File: src/rtl/bcd2bin_seq.sv
// Sequential 3-digit signed BCD to binary converter.
// Reverse double-dabble, one bit per clock, with digit and overflow flags.
module bcd2bin_seq (
   input  logic        clk,
   input  logic        rst_n,
   input  logic        start,
   input  logic [12:0] bcd_in,
   output logic        busy,
   output logic        done,
   output logic [8:0]  bin_out,
   output logic        ovf,
   output logic        err_digit
);

   typedef enum logic [1:0] {
      IDLE  = 2'd0,
      SHIFT = 2'd1,
      DONE  = 2'd2
   } state_t;

   state_t      state;
   state_t      state_nxt;
   logic [11:0] work;
   logic [11:0] work_sh;
   logic [11:0] work_adj;
   logic [7:0]  shreg;
   logic [7:0]  shreg_sh;
   logic [2:0]  cnt;
   logic        sign;
   logic        bad_digit;
   logic        last;
   logic        take;

   assign take = (state == IDLE) && start;
   assign last = (cnt == 3'd7);

   assign bad_digit = (bcd_in[11:8] > 4'd9) ||
                      (bcd_in[7:4]  > 4'd9) ||
                      (bcd_in[3:0]  > 4'd9);

   assign work_sh  = {1'b0, work[11:1]};
   assign shreg_sh = {work[0], shreg[7:1]};

   // Digits of 8+ after a right shift came from a carried-in 10, so drop 3.
   always_comb begin
      work_adj = work_sh;
      for (int i = 0; i < 3; i++) begin
         if (work_sh[i*4 +: 4] >= 4'd8) begin
            work_adj[i*4 +: 4] = work_sh[i*4 +: 4] - 4'd3;
         end
      end
   end

   always_ff @(posedge clk or negedge rst_n) begin
      if (!rst_n) begin
         state <= IDLE;
      end else begin
         state <= state_nxt;
      end
   end

   always_comb begin
      state_nxt = state;
      unique case (state)
         IDLE: begin
            if (start) begin
               state_nxt = bad_digit ? DONE : SHIFT;
            end
         end
         SHIFT: begin
            if (last) begin
               state_nxt = DONE;
            end
         end
         DONE: begin
            state_nxt = IDLE;
         end
         default: begin
            state_nxt = IDLE;
         end
      endcase
   end

   always_comb begin
      busy = (state == SHIFT);
      done = (state == DONE);
   end

   always_ff @(posedge clk or negedge rst_n) begin
      if (!rst_n) begin
         work      <= '0;
         shreg     <= '0;
         cnt       <= '0;
         sign      <= 1'b0;
         bin_out   <= '0;
         ovf       <= 1'b0;
         err_digit <= 1'b0;
      end else if (take) begin
         work  <= bcd_in[11:0];
         sign  <= bcd_in[12];
         shreg <= '0;
         cnt   <= '0;
         if (bad_digit) begin
            bin_out   <= {bcd_in[12], 8'h00};
            ovf       <= 1'b0;
            err_digit <= 1'b1;
         end
      end else if (state == SHIFT) begin
         work  <= work_adj;
         shreg <= shreg_sh;
         cnt   <= cnt + 3'd1;
         // Residual work digits hold value / 256, so nonzero means overflow.
         if (last) begin
            bin_out   <= {sign, shreg_sh};
            ovf       <= |work_adj;
            err_digit <= 1'b0;
         end
      end
   end

endmodule
File: config.mk
export PLATFORM = sky130hd
export DESIGN_NAME = bcd2bin_seq
export DESIGN_NICKNAME = d
export VERILOG_FILES = /design/src/rtl/bcd2bin_seq.sv
export SDC_FILE = /design/constraint.sdc
export NUM_CORES = 1
export LEC_CHECK = 0
export CAP_MARGIN = 10
export CORE_MARGIN = 5
export CORE_UTILIZATION = 50
export CTS_CLUSTER_DIAMETER = 50
export DETAILED_ROUTE_END_ITERATION = 10
export PLACE_DENSITY = 0.76
export SETUP_SLACK_MARGIN = 0.15
export SLEW_MARGIN = 20
export SYNTH_ARGS = -nofsm -noshare
export SYNTH_HDL_FRONTEND = slang
export SYNTH_SLANG_ARGS = --single-unit
File: constraint.sdc
create_clock -name clk -period 4.3 [get_ports clk]
set_input_delay 0.43 -clock clk [delete_from_list [all_inputs] [get_ports clk]]
set_output_delay 0.43 -clock clk [all_outputs]
set_load 0.1 [all_outputs]
==> reports/metrics.yaml, run 1 <==
outcome:
  outcome: "complete, no violations"
synthesis:
  synth_top_area_cell: "dfrtp_1"
  synth.cell_area_um2: 1689
  ys_types: 36
  synth_seq_area_share_pct: 53.33
  ys_async_sr_fraction_pct: 100.0
  yosys_warnings: 0
  syn_avg_cell_area_um2: 10.36
  ys_ff_latch: 36
  synth_edf_count: 0
  synth_top_area_share_pct: 53.33
  synth_nets: 185
  syn_inst: 163
  synth.area.top_cells: "dfrtp_1 (53%), nand2_1 (6.7%), a22o_1 (4.7%)"
  synth_ff_type: "dfrtp_1"
worst_setup_path:
  worst_ep_arrival_time_ns: 2.83
  setup.worst_path.class: "reg2out"
  path_cells: "nand2b_1 -> inv_2 -> clkdlybuf4s50_1"
  crit_path_top_delay_cell: "clkdlybuf4s50_1"
  worst_path_largest_cell_delay_ns: 1.19
  start_kind: "flop"
  crit_fanout: 20
  required_ns: 3.87
  cp-end-kind: "primary output"
sta:
  slew_violations: 0
  finClkSkew_ns: 0.01041
  hold_violations: 0
  fin_hold_ws_ns: 0.4914
  rsz0062_at_grt: "no"
  post-route-period-util_pct: 75.90
  finalSetupViolCount: 0
  slew_headroom_pct: 34.22
  worst_slack_ns: 1.036
  fmax_mhz: 306.4
  period_minus_slack_ns: 3.264
  fin_tns_setup_ns: 0
  tightestPinTransition_ns: 0.9836
clocking:
  cts_hold_buf: 0
  path_clk_slew_ns: 0.11
  clkSinkCount: 36
  cts_tree: "built"
  cts_resized: 0
  root_buffer: "clkbuf_4"
  cts_max_level: 2
  clockBufferDepth: 2
  cts_buffers: 5
  clkLatencyLatePin_ns: 0.34
  postCtsSetupBuffers: 0
drt:
  vias: 1307
  via_per_inst: 5.538
  drtPass1Iterations: 4
  drc: 0
  drtIter0Drc: 85
  wl_per_cell_um: 15.15
  postRouteAntennaNets: 0
  wl_um: 3576
place:
  portBuffers: 28
  dp_hpwl_um: 2510
  dp_slack_ns: 1.409
  gp_congestion: 0.8067
grt:
  grt_start_max_net_pins: 37
  antenna_found_initial: 0
  grt_pass1_wl_um: 6058
  grt-ovfl-total: 0
  grt_usage_pct: 17.75
  grt_pass1_vias: 1294
worst_hold_path:
  hold_path.class: "in2async"
floorplan:
  die_y_um: 68.12
  coreArea_um2: 3311
  core.rowCount: 21
  initial_core_util_pct: 51.02
  die_w_um: 68.12
  ios: 29
  die_area_um2: 4640
final_layout:
  drive_above_1_share_pct: 7.368
  final_net_count: 211
  area_growth_pct: 22.30
  diodes: 0
  final_cell_mix: "dfrtp_1 (36), nand2_1 (30), clkdlybuf4s50_1 (28)"
  final_common_cell: "dfrtp_1"
job:
  drv_cap: 0
power_and_ir_drop:
  powerDensity_nw_per_um2: 621.8
  peakVddDrop_mv: 0.3811
  power_uw: 1285
  p_leak_uw: 0.0009688
-- metrics by stage --
step	cells	area, um^2	util (%)
final	236	2066	62.40
after detailed placement	228	1986	59.98
after CTS	236	2066	62.40
after floorplan	163	1689	-
after global placement	228	1986	59.98
after global routing	236	2066	62.40
-- final cells by class --
class / instances / area, um^2
fillers: 298 / 1245
clock inverters: 3 / 42.54
well taps: 46 / 57.56
repair buffers: 29 / 287.8
inverters: 6 / 22.52
multi-input cells: 111 / 716.9
flip-flops and latches: 36 / 900.9
clock buffers: 5 / 37.54
-- flip-flops by register name, summed over array words and instances, names as in the netlist --
name / cells
cnt: 3
work: 12
err_digit: 1
bin_out: 9
sign: 1
ovf: 1
shreg: 7
state: 2
-- per-layer routing --
metal  share of wire (%)  global-route usage, %  wire length, um  vias to the layer above
met2                  49                  27.80             1751                       26
met3                 4.6                  5.911              163                        4
met1                  45                  23.70             1625                      655
met5                   0                      0                0                        -
li1                    -                      -                -                      622
met4                0.95                  4.467               34                        0
-- path summary, 6_finish.rpt --
kind | startpoint | endpoint | slack, ns | cells after the start
max | state[1] | busy | 1.04 | 3
min | rst_n | work[7] | 0.49 | 2
max reg2reg | state[1] | bin_out[8] | 1.71 | 5
min reg2reg | err_digit | err_digit | 0.49 | 1
max in group asynchronous | rst_n | bin_out[8] | 3.48 | 2
min in group clk | err_digit | err_digit | 0.49 | 1
-- report_power, final --
group | total, uW | internal [uW] | switching [uW] | leakage, uW
clock network | 236 | 121 | 115 | 0.0000412
logic | 504 | 195 | 308 | 0.000459
registers | 545 | 435 | 110 | 0.000468
-- worst max-delay path, delay by kind of cell, from the launching register on --
| family | cells | cell delay [ns] |
|---|---|---|
| buffers and inverters | 2 | 1.59 |
| DFF | 1 | 0.42 |
| and+or+nand+nor | 1 | 0.49 |
-- cell usage after synthesis, types with 2 or more instances --
| master | instances |
|---|---|
| inv_1 | 5 |
| clkbuf_1 | 5 |
| nand2_1 | 30 |
| a21o_1 | 2 |
| xnor2_1 | 4 |
| a221o_1 | 5 |
| a22oi_1 | 5 |
| dfrtp_1 | 36 |
| nor2_1 | 6 |
| ha_1 | 6 |
| and2_1 | 2 |
| o21ai_0 | 9 |
| mux2i_1 | 2 |
| buf_2 | 3 |
| nand3_1 | 12 |
| a22o_1 | 9 |
| nor2b_1 | 3 |
-- logic make-up (layout without fill, tap and decap cells) --
| group | after synthesis | in the layout | share of synthesized area [%] |
|---|---|---|---|
| simple gates | 64 | 64 | 18.45 |
| flops | 36 | 36 | 53.33 |
| compound gates | 33 | 33 | 14.96 |
| buf+inv | 16 | 43 | 4.222 |
| fa+ha+maj | 6 | 6 | 4.444 |
| xor+xnor | 4 | 4 | 2.074 |
| mux | 4 | 4 | 2.518 |
Power figures use the tool's default switching activity.
==> run 2, diff against run 1 <==
==> constraint.sdc (replaced) <==
create_clock -name clk -period 3.2 [get_ports clk]
set_input_delay 0.32 -clock clk [delete_from_list [all_inputs] [get_ports clk]]
set_output_delay 0.32 -clock clk [all_outputs]
set_load 0.1 [all_outputs]
==> run 2 against run 1 <==
Net effect: routed wire length down 3.5%; die area unchanged; design area decreased by 0.24%; largest cell class unchanged.
==> reports/metrics.yaml, run 2 (synthesis results as in run 1) <==
drt:
  vias: 1315
  via_per_inst: 5.549
  postRouteAntennaNets: 0
  drtPass1Iterations: 4
  drc: 0
  drtIter0Drc: 70
  wl_um: 3451
  wl_per_cell_um: 14.56
worst_setup_path:
  cp-end-kind: "primary output"
  critPathBufInv: 1
  setup.worst_path.class: "reg2out"
  regToRegSetupSlack_ns: 1.21
  crit_fanout: 2
  worst_path_largest_cell_delay_ns: 1.14
  worst_ep_arrival_time_ns: 1.86
  ff2ff_path_depth: 5
  crit_path_top_delay_cell: "clkdlybuf4s50_1"
  path_cells: "clkdlybuf4s50_1"
  r2r-end: "bin_out[8]"
  start_kind: "flop"
  required_ns: 2.88
  crit_family: "buffers and inverters"
  rr_startpoint: "cnt[0]"
sta:
  post-route-period-util_pct: 68.08
  fmax_mhz: 459.0
  tightestPinTransition_ns: 0.9753
  slew_headroom_pct: 34.78
  slew_violations: 0
  worst_slack_ns: 1.021
  finClkSkew_ns: 0.01241
  rsz0062_at_grt: "no"
  period_minus_slack_ns: 2.179
  fin_tns_setup_ns: 0
  hold_violations: 0
  finalSetupViolCount: 0
clocking:
  cts_hold_buf: 0
  clkLatencyLatePin_ns: 0.35
  postCtsSetupBuffers: 0
  clkSinkCount: 36
  cts_resized: 0
  cts_tree: "built"
  root_buffer: "clkbuf_4"
  path_clk_slew_ns: 0.11
  clockBufferDepth: 2
  cts_buffers: 5
  cts_max_level: 2
grt:
  grt_start_max_net_pins: 37
  grt_usage_pct: 16.83
  grt_pass1_vias: 1232
  grt-ovfl-total: 0
  grt_pass1_wl_um: 5671
  antenna_found_initial: 0
worst_hold_path:
  hold_path.class: "in2async"
final_layout:
  final_net_count: 213
  drive_above_1_share_pct: 8.901
  final_common_cell: "dfrtp_1"
  largestRegisters: "work: 12 flops, bin_out: 9 flops, shreg: 7 flops"
  stdcell_area_um2: 2061
  final_cell_mix: "dfrtp_1 (36), nand2_1 (30), clkdlybuf4s50_1 (26)"
  regMostFlops: "work"
  fin_util_pct: 62.24
  largest_reg_flops: 12
  area_growth_pct: 22.00
  diodes: 0
power_and_ir_drop:
  peakVddDrop_mv: 0.5325
  p_leak_uw: 0.0009778
  powerDensity_nw_per_um2: 815.5
floorplan:
  ios: 29
  initial_core_util_pct: 51.02
  die_w_um: 68.12
  die_y_um: 68.12
  core.rowCount: 21
  coreArea_um2: 3311
  die_area_um2: 4640
place:
  dp_slack_ns: 0.9516
  gp_congestion: 0.7916
  dp_hpwl_um: 2509
  placed_cell_area_um2: 1996
  portBuffers: 28
job:
  drv_cap: 0
outcome:
  outcome: "complete, no violations"
[run 2: changes by cell type in the layout (fill, tap and decap cells not counted)]
cell             previous run  this run
buf_4                       1         5
clkbuf_8                    0         2
clkdlybuf4s50_1            28        26
bufinv_16                   1         0
clkinv_2                    1         0
clkinvlp_4                  1         0
[run 2: per-stage QoR]
stage               instances  hold WS, ns  power [uW]
finish                    237       0.3729        1681
CTS                       237       0.3910        1689
detailed placement        230       0.4801        1424
global placement          230       0.4817        1389
floorplan                 163      0.02441        1251
global route              237       0.4260        1797
[run 2: final cells by class]
type / instances / area (um^2)
repair buffers: 31 / 297.8
clock buffers: 7 / 65.06
flip-flops and latches: 36 / 900.9
inverters: 6 / 22.52
fillers: 302 / 1250
multi-input cells: 111 / 716.9
well taps: 46 / 57.56
[run 2: report_power, final]
group	total [uW]	switching, uW	internal (uW)
Sequential	728	143	585
Combinational	686	416	271
Clock	266	142	124
[run 2: worst max path at each step]
stage | startpoint | end | cells after the start
2_1_floorplan | state[0] | done | 1
3_3_place_gp | start | bin_out[8] | 5
3_5_place_dp | start | bin_out[8] | 5
4_1_cts | err_digit | err_digit | 1
5_1_grt | bin_out[5] | bin_out[5] | 1
6_report | err_digit | err_digit | 1
[run 2: per-layer routing]
| metal | vias up | global-route usage [%] | share of wire [%] |
|---|---|---|---|
| met5 | - | 0 | 0 |
| met4 | 0 | 7.444 | 1.8 |
| met3 | 7 | 4.269 | 5.2 |
| met2 | 44 | 24.55 | 47 |
| met1 | 637 | 23.55 | 46 |
| li1 | 627 | - | - |
